`config.mk`:
```
export PLATFORM = sky130hd
export DESIGN_NAME = elastic_pipe_stage
export DESIGN_NICKNAME = d
export VERILOG_FILES = /design/src/rtl/elastic_pipe_stage.sv
export SDC_FILE = /design/constraint.sdc
export NUM_CORES = 1
export LEC_CHECK = 0
export BUFFER_PORTS_ARGS = -buffer_cell sky130_fd_sc_hd__clkbuf_2
export CAP_MARGIN = 10
export CORE_MARGIN = 2
export CORE_UTILIZATION = 59
export DETAILED_ROUTE_END_ITERATION = 16
export PLACE_DENSITY = 0.85
export RECOVER_POWER = 50
export SYNTH_ARGS = -nofsm -noshare
export SYNTH_HDL_FRONTEND = slang
export SYNTH_SLANG_ARGS = --single-unit
```
`constraint.sdc`:
```
create_clock -name clk -period 2.38 [get_ports clk]
set_input_delay 0.238 -clock clk [delete_from_list [all_inputs] [get_ports clk]]
set_output_delay 0.238 -clock clk [all_outputs]
set_load 0.05 [all_outputs]
```
`src/rtl/elastic_pipe_stage.sv`:
```
// -----------------------------------------------------------------------------
// elastic_pipe_stage
//
// Generic inter-stage pipeline register with a valid/ready handshake. The
// stage fields (IF/ID, ID/EX, ...) are packed into one DATA_W-bit payload.
// With SKID=1 a second "skid" entry absorbs one beat of backpressure so that
// in_ready comes straight from a flop. With SKID=0 the stage holds a single
// entry and in_ready is combinational. An empty stage drives BUBBLE_VAL (a
// NOP encoding) on out_data, so downstream logic may use it unqualified.
//
// Ports:
//   clk        in   rising-edge clock
//   reset_n    in   asynchronous active-low reset
//   in_valid   in   upstream presents in_data
//   in_ready   out  stage accepts this cycle
//   in_data    in   upstream payload [DATA_W-1:0]
//   out_valid  out  out_data holds a real entry
//   out_ready  in   downstream consumes this cycle
//   out_data   out  main entry payload, BUBBLE_VAL when out_valid=0
//   flush_i    in   synchronous kill of all held entries
//   occupancy  out  number of held entries (0..2)
// -----------------------------------------------------------------------------
module elastic_pipe_stage #(
   parameter int                 DATA_W     = 32,
   parameter logic [DATA_W-1:0]  BUBBLE_VAL = {DATA_W{1'b0}},
   parameter bit                 SKID       = 1'b1
) (
   input  logic              clk,
   input  logic              reset_n,
   input  logic              in_valid,
   output logic              in_ready,
   input  logic [DATA_W-1:0] in_data,
   output logic              out_valid,
   input  logic              out_ready,
   output logic [DATA_W-1:0] out_data,
   input  logic              flush_i,
   output logic [1:0]        occupancy
);

   typedef enum logic [1:0] {
      ST_EMPTY = 2'd0,
      ST_ONE   = 2'd1,
      ST_FULL  = 2'd2
   } state_t;

   state_t            state_q, state_d;
   logic [DATA_W-1:0] main_q, main_d;
   logic [DATA_W-1:0] skid_q, skid_d;
   logic              vld_q, vld_d;
   logic [1:0]        occ_q, occ_d;
   logic              rdy_q, rdy_d;
   logic              accept, consume;

   // With SKID=1 the ready flag is a flop; with SKID=0 the single entry can be
   // refilled in the same cycle it is consumed, so ready looks at out_ready.
   assign in_ready  = SKID ? rdy_q : (!vld_q || out_ready);
   assign accept    = in_valid && in_ready;
   assign consume   = vld_q && out_ready;

   assign out_valid = vld_q;
   assign out_data  = main_q;
   assign occupancy = occ_q;

   always_ff @(posedge clk or negedge reset_n) begin
      if (!reset_n) begin
         state_q <= ST_EMPTY;
         main_q  <= BUBBLE_VAL;
         skid_q  <= BUBBLE_VAL;
         vld_q   <= 1'b0;
         occ_q   <= 2'd0;
         rdy_q   <= 1'b1;
      end else begin
         state_q <= state_d;
         main_q  <= main_d;
         skid_q  <= skid_d;
         vld_q   <= vld_d;
         occ_q   <= occ_d;
         rdy_q   <= rdy_d;
      end
   end

   always_comb begin
      state_d = state_q;
      main_d  = main_q;
      skid_d  = skid_q;

      unique case (state_q)
         ST_EMPTY: begin
            if (accept) begin
               main_d  = in_data;
               state_d = ST_ONE;
            end
         end
         ST_ONE: begin
            if (accept && consume) begin
               main_d = in_data;
            end else if (accept && SKID) begin
               // Downstream stalled: park the new beat behind main.
               skid_d  = in_data;
               state_d = ST_FULL;
            end else if (consume) begin
               main_d  = BUBBLE_VAL;
               state_d = ST_EMPTY;
            end
         end
         ST_FULL: begin
            // in_ready is low here, so only the drain path exists.
            if (consume) begin
               main_d  = skid_q;
               skid_d  = BUBBLE_VAL;
               state_d = ST_ONE;
            end
         end
         default: begin
            main_d  = BUBBLE_VAL;
            skid_d  = BUBBLE_VAL;
            state_d = ST_EMPTY;
         end
      endcase

      // Flush overrides everything, including a same-cycle accept, which is
      // deliberately dropped. A same-cycle consume still counts downstream.
      if (flush_i) begin
         state_d = ST_EMPTY;
         main_d  = BUBBLE_VAL;
         skid_d  = BUBBLE_VAL;
      end

      vld_d = (state_d != ST_EMPTY);
      rdy_d = (state_d != ST_FULL);
      unique case (state_d)
         ST_ONE:  occ_d = 2'd1;
         ST_FULL: occ_d = 2'd2;
         default: occ_d = 2'd0;
      endcase
   end

endmodule
```
Word level (Yosys, flattened, before mapping)
Index checks and enable logic that the tools add are counted.
{ "totals": {"ff_bits": 70, "input_bits": 37, "output_inout_bits": 36, "wordCells": 43} }
{ "classes": {"eq_ne": 12, "mux": 18, "reduce_logical": 7} }
{ "ops": {"columns": ["cell", "n"], "rows": [
  ["32-bit 2-to-1 mux", 8],
  ["32-bit case mux with 3 select lines", 2],
  ["2-bit 2-to-1 mux", 6],
  ["3-bit inequality test, second input constant", 4],
  ["4-bit inequality test, second input constant", 2],
  ["4-bit AND reduction", 2],
  ["2-bit case mux with 3 select lines", 1],
  ["2-bit by 1-bit equality test with 1-bit output, second input constant", 2],
  ["2-bit equality test, second input constant", 2],
  ["2-bit inequality test, second input constant", 2],
  ["2-bit case mux with 2 select lines", 1],
  ["1-bit logical AND", 3],
  ["2-bit logical NOT", 1],
  ["2-bit nonzero test", 1]
]} }

Logic depth before layout (Yosys ltp)
Gate-level depths: netlist (run 1).
{ "logic_depth": {"ltp_word": 8, "mapped_depth": 7, "ltp_nobuf": 4} }

Worst setup path before layout (run 1)
Ideal clock, no wire load.
{ "synth_path": {"path_type": "register to register", "startpoint": "reg vld_q, in the netlist out_valid", "endpoint": "reg skid_q[0]", "setup_ps": 79, "arrival_ps": 1548, "required_ps": 2301, "setup_slack_ps": 752, "stages_incl_launch_ff": 7, "path_buffers": 2, "period_less_slack_ps": 1628, "path_cell_list": "dfrtp_1 > and2_1 > nor2_1 > o21bai_1 > buf_6 > buf_6 > mux2i_1"} }
{ "synth_between": {"elab_chain_len": 4, "word_cells_on_any_way": 5, "cone_classes": "eq/ne (2); reduce/logical (3)"} }
{ "synth_rtl": {"columns": ["item", "line", "source"], "rows": [
  ["start, declared", "49", "logic vld_q, vld_d;"],
  ["start signal, assigned", "76", "vld_q <= vld_d;"],
  ["1-bit logical AND (*)", "58", "assign consume = vld_q && out_ready;"],
  ["1-bit logical AND", "95", "if (accept && consume) begin"],
  ["3-bit inequality test (no source line)", null, null],
  ["4-bit AND reduction (no source line) (*)", null, null],
  ["end signal, assigned", "75", "skid_q <= skid_d;"],
  ["end, declared", "48", "logic [DATA_W-1:0] skid_q, skid_d;"]
]} }
Every way passes the cells marked *; elsewhere a longest branch is shown, timed or not.
A chain may end at the register's enable or synchronous reset.

Final worst setup path (run 1)
{ "layout_path": {"startpoint": "reg state_q[0]", "endpoint": "reg main_q[8], in the netlist out_data[8]"} }
{ "layout_between": {"elab_chain_len": 3, "word_cells_on_any_way": 10, "cone_classes": "eq/ne (6); mux (2); reduce/logical (2)"} }
{ "layout_rtl": {"columns": ["item", "line", "source"], "rows": [
  ["start, declared", "46", "state_t state_q, state_d;"],
  ["start signal, assigned", "73", "state_q <= state_d;"],
  ["2-bit by 1-bit equality test with 1-bit output, or another cell as far along", "87", "unique case (state_q)"],
  ["4-bit inequality test (no source line), or another cell as far along", null, null],
  ["4-bit AND reduction (no source line) or 32-bit 2-to-1 mux (tied branches)", null, null],
  ["end signal, assigned", "74", "main_q <= main_d;"],
  ["end, declared", "47", "logic [DATA_W-1:0] main_q, main_d;"]
]} }
Parallel ways exist; a longest one is shown, timed or not.

==> parameters.txt, run 1 <==
Parameter                              Value

Setup path
  Path length in cells of the critical path    4
  Setup crit end kind    flop
  Register-to-register setup slack    0.34 ns
  Worst r2r src    state_q[0]
  Peak fanout along the critical path    32
  Delay of the slowest critical-path stage    0.83 ns
  Logic depth of the worst register-to-register path    4
  Number of buffer and inverter instances along the worst setup path    0
  Endpoint arrival time on the critical path    2.30 ns
  Series of cell instances along the critical path    and2b_1 > o21ai_2 > a21oi_4 > o2bb2ai_1
  Crit Reg-Reg Endpoint    out_data[8]
  Crit path required time    2.64 ns
  Slowest cell on the critical path    sky130_fd_sc_hd__a21oi_4
  Critical path type    reg -> reg
  Critical Path Start Type    flop
  Cell family with the largest share of critical-path delay    compound AO/OA/AOI/OAI gates

Routing
  Number of DRC violations after detailed-routing iteration 0    237
  Average wire length per cell after detail routing    16.78 um
  Top metal layer carrying routed signals    met4
  Routed met1 length    3452 um
  DR vias    2684
  Met3 Wirelength    512 um
  Final ANT Viol Nets    0
  Detailed Route WL    7921 um
  Initial DRT Pass Iterations    5
  DRC violations left    0
  Metal2 WL    3864 um
  Drt via density    5.686

Timing
  Number of pins exceeding their max-slew limit in the final report    71
  Worst max-slew margin expressed relative to the limit    -0.1622
  Post-layout min period    2.037 ns
  Final hold viol count    0
  Final Setup Violations    0
  Setup repair after global routing missed its margin    no
  Final clock period utilization by the worst path    0.8561
  Clock Skews    0.009461 ns
  Worst Tran Pin Value    1.743 ns
  Setup tns final    0 ns
  Smallest hold slack    0.1326 ns
  Achievable Freq    0.4908 GHz

Synthesis
  Library cell with the largest summed area after synthesis    sky130_fd_sc_hd__dfrtp_1
  Mapped cell area    3552 sq um
  Number of synthesized flops with an enable pin    0
  Synth top area share    0.4861
  Sequential share of the synthesized area    0.4935
  Basic-gate share of the synthesized area counting and, or, nand and nor cells    0.08771
  Synthesized area divided by synthesized cell count    10.86 sq um
  Synth Area in XOR/XNOR    0.002466
  Portion of netlist area occupied by mux cells    0.1493
  Compound-cell area share of the yosys netlist    0.1758
  Primary FF master, synth    sky130_fd_sc_hd__dfrtp_1
  Area contributors post-synth    sky130_fd_sc_hd__dfrtp_1 (49%), sky130_fd_sc_hd__mux2i_1 (15%), sky130_fd_sc_hd__o2bb2ai_1 (5.2%)
  Cells after Synth    327
  Main combinational cell family by area after synthesis    compound AO/OA/AOI/OAI gates
  Asr flop ratio synth    1.000
  Post-Synthesis Net Count    364
  Count of warnings emitted by yosys    0
  Number of distinct standard cells referenced by the synthesized netlist    34
  Number of synthesized register bits    70
  Post-Synth Adder-Cell Area    0

Min path
  Hold Path Stages    3
  Hold/Removal Path Class    in -> reg
  Start point of the worst hold path    in_data[11]
  Hold path endpoint    skid_q[11]

Final layout
  Nets    430
  Share of post-route cells with drive strength above 1    0.2443
  Area delta synth->final    15.74%
  Final std cells w/o fill    472
  Final core area utilization    0.6986
  Fill cell total of the finished layout    449
  Diode insertion count for antenna repair    0
  Area taken by multi-input logic gates    1494 sq um
  Combined flip-flop and latch cell area    1753 sq um

Placement
  Port Buf Inserts    72
  RePlAce Congestion    0.7614
  Post-detail-place hpwl    5242 um
  Placed instance count    457

Global routing
  Global-route wire length before repair    13010 um
  Number of antenna violations at the first check in global routing    0
  Vias in the first global route    2718
  Overflow after GRT    0
  Maximum number of pins on one net before global-route repair    71
  GRT Resource Usage Total    0.2615

Floorplan
  Die Width    81.59 um
  Die area    6657 sq um
  Num ports    73
  Area inside the core boundary    5886 sq um
  Die Span Y    81.59 um
  Number of cell rows    28
  Effective utilization at floorplan    0.6035

Power and ir drop
  Combinational fraction of design power    0.282
  Clock group share of total power    0.313
  Power dissipated by switching net loads    1219 uW
  Leakage power    0.001948 uW
  VDD IR-drop max    0.5573 mV
  Switching share of power    0.3519
  Internal power component    2246 uW
  Share of total power in sequential cells    0.405
  Power density relative to cell area    842.9 nW/um^2
  Post-route total power    3466 uW

CTS
  Number of buffers added by the clock tree synthesis step    9
  Buffers inserted by post-CTS timing repair    0
  Register clock-pin slew on the reported worst setup and hold paths    0.07 ns
  Hold buffer count at cts    0
  Htree depth    3
  Clk sink count    70
  Insertion delay of the later-clocked pin in the worst-skew pair    0.35 ns
  Library cell used as clock root buffer    sky130_fd_sc_hd__clkbuf_8
  Count of cells resized by post-cts repair    0
  TritonCTS clock tree    done
  CTS Buffer Depth    2

Run status
  Status    finished, violations left
  Violated checks    capacitance limit, slew limit

Job
  Max capacitance violation total    1
## cell usage after synthesis (all sizes together) (2+ instances only)
library cell   n
nor2          24
a22oi         11
and2b          3
a21oi         23
buf           22
o2bb2ai       32
clkbuf         3
a211oi         2
nand2b         2
o21ai          2
mux2i         53
nand2         35
inv           33
o31ai          2
dfrtp         69
## sequential cells by signal, indices dropped and copies added, names as in the netlist
register   count
out_data      32
out_valid      1
occupancy      2
state_q        2
skid_q        32
in_ready       1
## power groups by stage
stage                     Clock [uW]  Combinational [uW]  Sequential [uW]
after global placement             0                 963             1420
after floorplan                    0                 501             1670
after global routing            1150                1050             1420
final                           1080                 978             1400
after CTS                       1100                 992             1400
after detailed placement           0                 988             1420
## worst register-to-register path: stages (launching register included)
cell	delay (ns)
sky130_fd_sc_hd__dfrtp_1	0.42
sky130_fd_sc_hd__and2b_1	0.38
sky130_fd_sc_hd__o21ai_2	0.12
sky130_fd_sc_hd__a21oi_4	0.83
sky130_fd_sc_hd__o2bb2ai_1	0.20
## layer usage
layer  vias up  global-route usage
li1       1267                   -
met1      1307              0.3435
met2        96              0.4311
met3        14             0.07253
met4         0             0.06833
met5         -                   0
## final cells by class
class | instances | area share
well taps | 75 | 0.02282
repair buffers | 80 | 0.1032
clock inverters | 3 | 0.01643
inverters | 33 | 0.03013
multi-input cells | 199 | 0.3634
flip-flops and latches | 70 | 0.4264
clock buffers | 12 | 0.03774
## how the worst max path moves through the flow
stage               start      endpoint  slack (ns)
6_report       state_q[0]   out_data[8]        0.34
5_1_grt        state_q[0]   out_data[8]        0.22
4_1_cts        state_q[0]  out_data[20]        0.33
3_5_place_dp   state_q[0]  out_data[13]        0.35
3_3_place_gp   state_q[0]  out_data[25]        0.42
2_1_floorplan   out_valid     skid_q[0]        0.75
## layout by cell type, fill, tap and decap left out, drive strengths merged
cell type	n
a31oi	1
and2	1
inv	33
a22oi	11
clkinvlp	1
o21ai	2
and2b	3
a21oi	23
bufinv	2
nand3	1
nor2	24
a211oi	2
xor2	1
a21boi	1
nand2	35
mux2i	53
nand4b	1
a21o	1
nand4	1
or3	1
o21bai	1
clkbuf	84
dfstp	1
o2bb2ai	32
dfrtp	69
o31ai	2
nand2b	2
buf	8
## cells by family after synthesis
logic type             after synthesis
buffers and inverters               58
flip-flops                          70
XOR/XNOR                             1
multiplexers                        53
AO/OA/AOI/OAI                       76
AND/OR/NAND/NOR                     69
## through the flow
step	cell area (sq um)	setup slack (ns)
global route	4111	0.2248
CTS	4135	0.3310
floorplan	3552	0.7524
global placement	3913	0.4242
finish	4111	0.3425
detailed placement	3913	0.3481
(Power assumes the default switching activity.)
==> run 2, diff against run 1 <==
- ABC_CLOCK_PERIOD_IN_PS: unset -> 2600
- clock period: 2.38 -> 2.6 ns (I/O delays scaled with it)
==> run 2 against run 1 <==
The flow still finishes with violations (capacitance limit, slew limit). Clock power grew 8%. Combinational power fell by 6.9%. Setup slack better by 0.16 ns. Flip-flop and latch count stayed put. Sequential power decreased by 9%. Final cell count grew 0.64%. Die area did not move. Global-route usage grew 0.31 points. Design area up 1.5%. Largest cell class unchanged.
==> parameters.txt, run 2 (synthesis gave the netlist of run 1 again) <==
Parameter                              Value

Timing
  Achievable Freq    0.4770 GHz
  Clock Skews    0.007713 ns
  Final critical-path setup slack    0.5035 ns
  Smallest hold slack    0.1346 ns
  Final Setup Violations    0
  Post-layout min period    2.096 ns
  Final hold viol count    0
  Worst Tran Pin Value    1.711 ns
  Setup repair after global routing missed its margin    no
  Setup tns final    0 ns
  Number of pins exceeding their max-slew limit in the final report    71
  Final clock period utilization by the worst path    0.8063
  Worst max-slew margin expressed relative to the limit    -0.1410

Setup path
  Critical Path Start Type    flop
  Register-to-register setup slack    0.50 ns
  Endpoint arrival time on the critical path    2.36 ns
  Crit path required time    2.87 ns
  Crit Reg-Reg Endpoint    out_data[14]
  Worst r2r src    state_q[1]
  Peak fanout along the critical path    32
  Critical path type    reg -> reg
  Setup crit end kind    flop
  Logic depth of the worst register-to-register path    5
  End of the critical path    out_data[14]
  Timing startpoint of the critical path    state_q[1]

Power and ir drop
  Clock group share of total power    0.349
  Leakage power    0.001981 uW
  VDD IR-drop max    0.4569 mV
  Share of total power in sequential cells    0.381
  Combinational fraction of design power    0.270
  Post-route total power    3368 uW
  Power density relative to cell area    806.8 nW/um^2
  Switching share of power    0.3368
  Power dissipated by switching net loads    1134 uW
  Internal power component    2233 uW

CTS
  Htree depth    3
  CTS Buffer Depth    2
  Buffers inserted by post-CTS timing repair    0
  Register clock-pin slew on the reported worst setup and hold paths    0.07 ns
  TritonCTS clock tree    done
  Clk sink count    70
  Count of cells resized by post-cts repair    0
  Insertion delay of the later-clocked pin in the worst-skew pair    0.35 ns
  Number of buffers added by the clock tree synthesis step    9
  Hold buffer count at cts    0
  Library cell used as clock root buffer    sky130_fd_sc_hd__clkbuf_8

Global routing
  Overflow after GRT    0
  Vias in the first global route    2659
  Global-route wire length before repair    13260 um
  GRT Resource Usage Total    0.2647
  Number of antenna violations at the first check in global routing    0
  Maximum number of pins on one net before global-route repair    71

Placement
  Placed instance count    459
  RePlAce Congestion    0.7730
  Post-placement setup slack    0.5291 ns
  Post-detail-place hpwl    5395 um
  Port Buf Inserts    72

Final layout
  Nets    432
  Final std cells w/o fill    475
  Diode insertion count for antenna repair    0
  Share of post-route cells with drive strength above 1    0.2525
  Commonest non-fill, non-tap cell in the layout    sky130_fd_sc_hd__dfrtp_1
  Fill cell total of the finished layout    448
  Leading cell types in the layout, fill and taps excluded    sky130_fd_sc_hd__dfrtp_1 (69), sky130_fd_sc_hd__clkbuf_2 (55), sky130_fd_sc_hd__mux2i_1 (53)
  Area delta synth->final    17.51%

Routing
  Number of DRC violations after detailed-routing iteration 0    219
  Final ANT Viol Nets    0
  Detailed Route WL    8101 um
  DRC violations left    0
  Drt via density    5.798
  DR vias    2754
  Average wire length per cell after detail routing    17.05 um
  Initial DRT Pass Iterations    4

Run status
  Violated checks    capacitance limit, slew limit
  Status    finished, violations left

Floorplan
  Area inside the core boundary    5886 sq um
  Die area    6657 sq um
  Die Width    81.59 um
  Die Span Y    81.59 um
  Num ports    73
  Number of cell rows    28
  Effective utilization at floorplan    0.6035

Job
  Max capacitance violation total    1

Min path
  Hold Path Stages    3
  Hold/Removal Path Class    in -> reg
## run 2: cell types whose count changed in the layout (fill, tap and decap cells not counted), sizes merged
cell,before,now
buf,8,10
bufinv,2,4
clkbuf,84,82
clkinv,0,1
## run 2: worst max-delay path: stages, from the launching register on
cell and delay (ns):
sky130_fd_sc_hd__dfrtp_1 0.39, sky130_fd_sc_hd__buf_4 0.22, sky130_fd_sc_hd__and2b_4 0.29, sky130_fd_sc_hd__o21ai_2 0.06, sky130_fd_sc_hd__a21oi_4 0.84, sky130_fd_sc_hd__o2bb2ai_1 0.20
## run 2: area by class of cell
cell class	count	area, sq um	area share
Multi-Input combinational cell	199	1494	0.3579
Clock buffer	10	137.6	0.03297
Tap cell	75	93.84	0.02248
Sequential cell	70	1753	0.4200
Clock inverter	6	132.6	0.03177
Inverter	33	123.9	0.02968
Timing Repair Buffer	82	439.2	0.1052
## run 2: power by group through the flow
stage	Clock [uW]	Sequential, uW	Combinational [uW]
floorplan	0	1530	459
global placement	0	1300	892
detailed placement	0	1300	919
CTS	1190	1280	922
global route	1240	1290	980
finish	1170	1280	911
## run 2: metal layers
layer  global-route usage  up-vias  wire length (um)
li1                     -     1266                 -
met1               0.3614     1359              3527
met2               0.4164      116              3880
met3              0.05275       13               560
met4               0.1083        0               133
met5                    0        -                 0
## run 2: worst min path at each step
stage                from      endpoint  slack, ns
2_1_floorplan     reset_n  occupancy[0]      -0.04
3_3_place_gp      reset_n    skid_q[26]       0.43
3_5_place_dp      reset_n    skid_q[26]       0.43
4_1_cts           reset_n    skid_q[26]       0.05
5_1_grt        in_data[6]     skid_q[6]       0.16
6_report       in_data[6]     skid_q[6]       0.13
## run 2: through the flow
step | utilization | area, sq um
after floorplan | - | 3552
after global placement | 0.6673 | 3928
after detailed placement | 0.6673 | 3928
after CTS | 0.7132 | 4198
after global routing | 0.7092 | 4174
final | 0.7092 | 4174
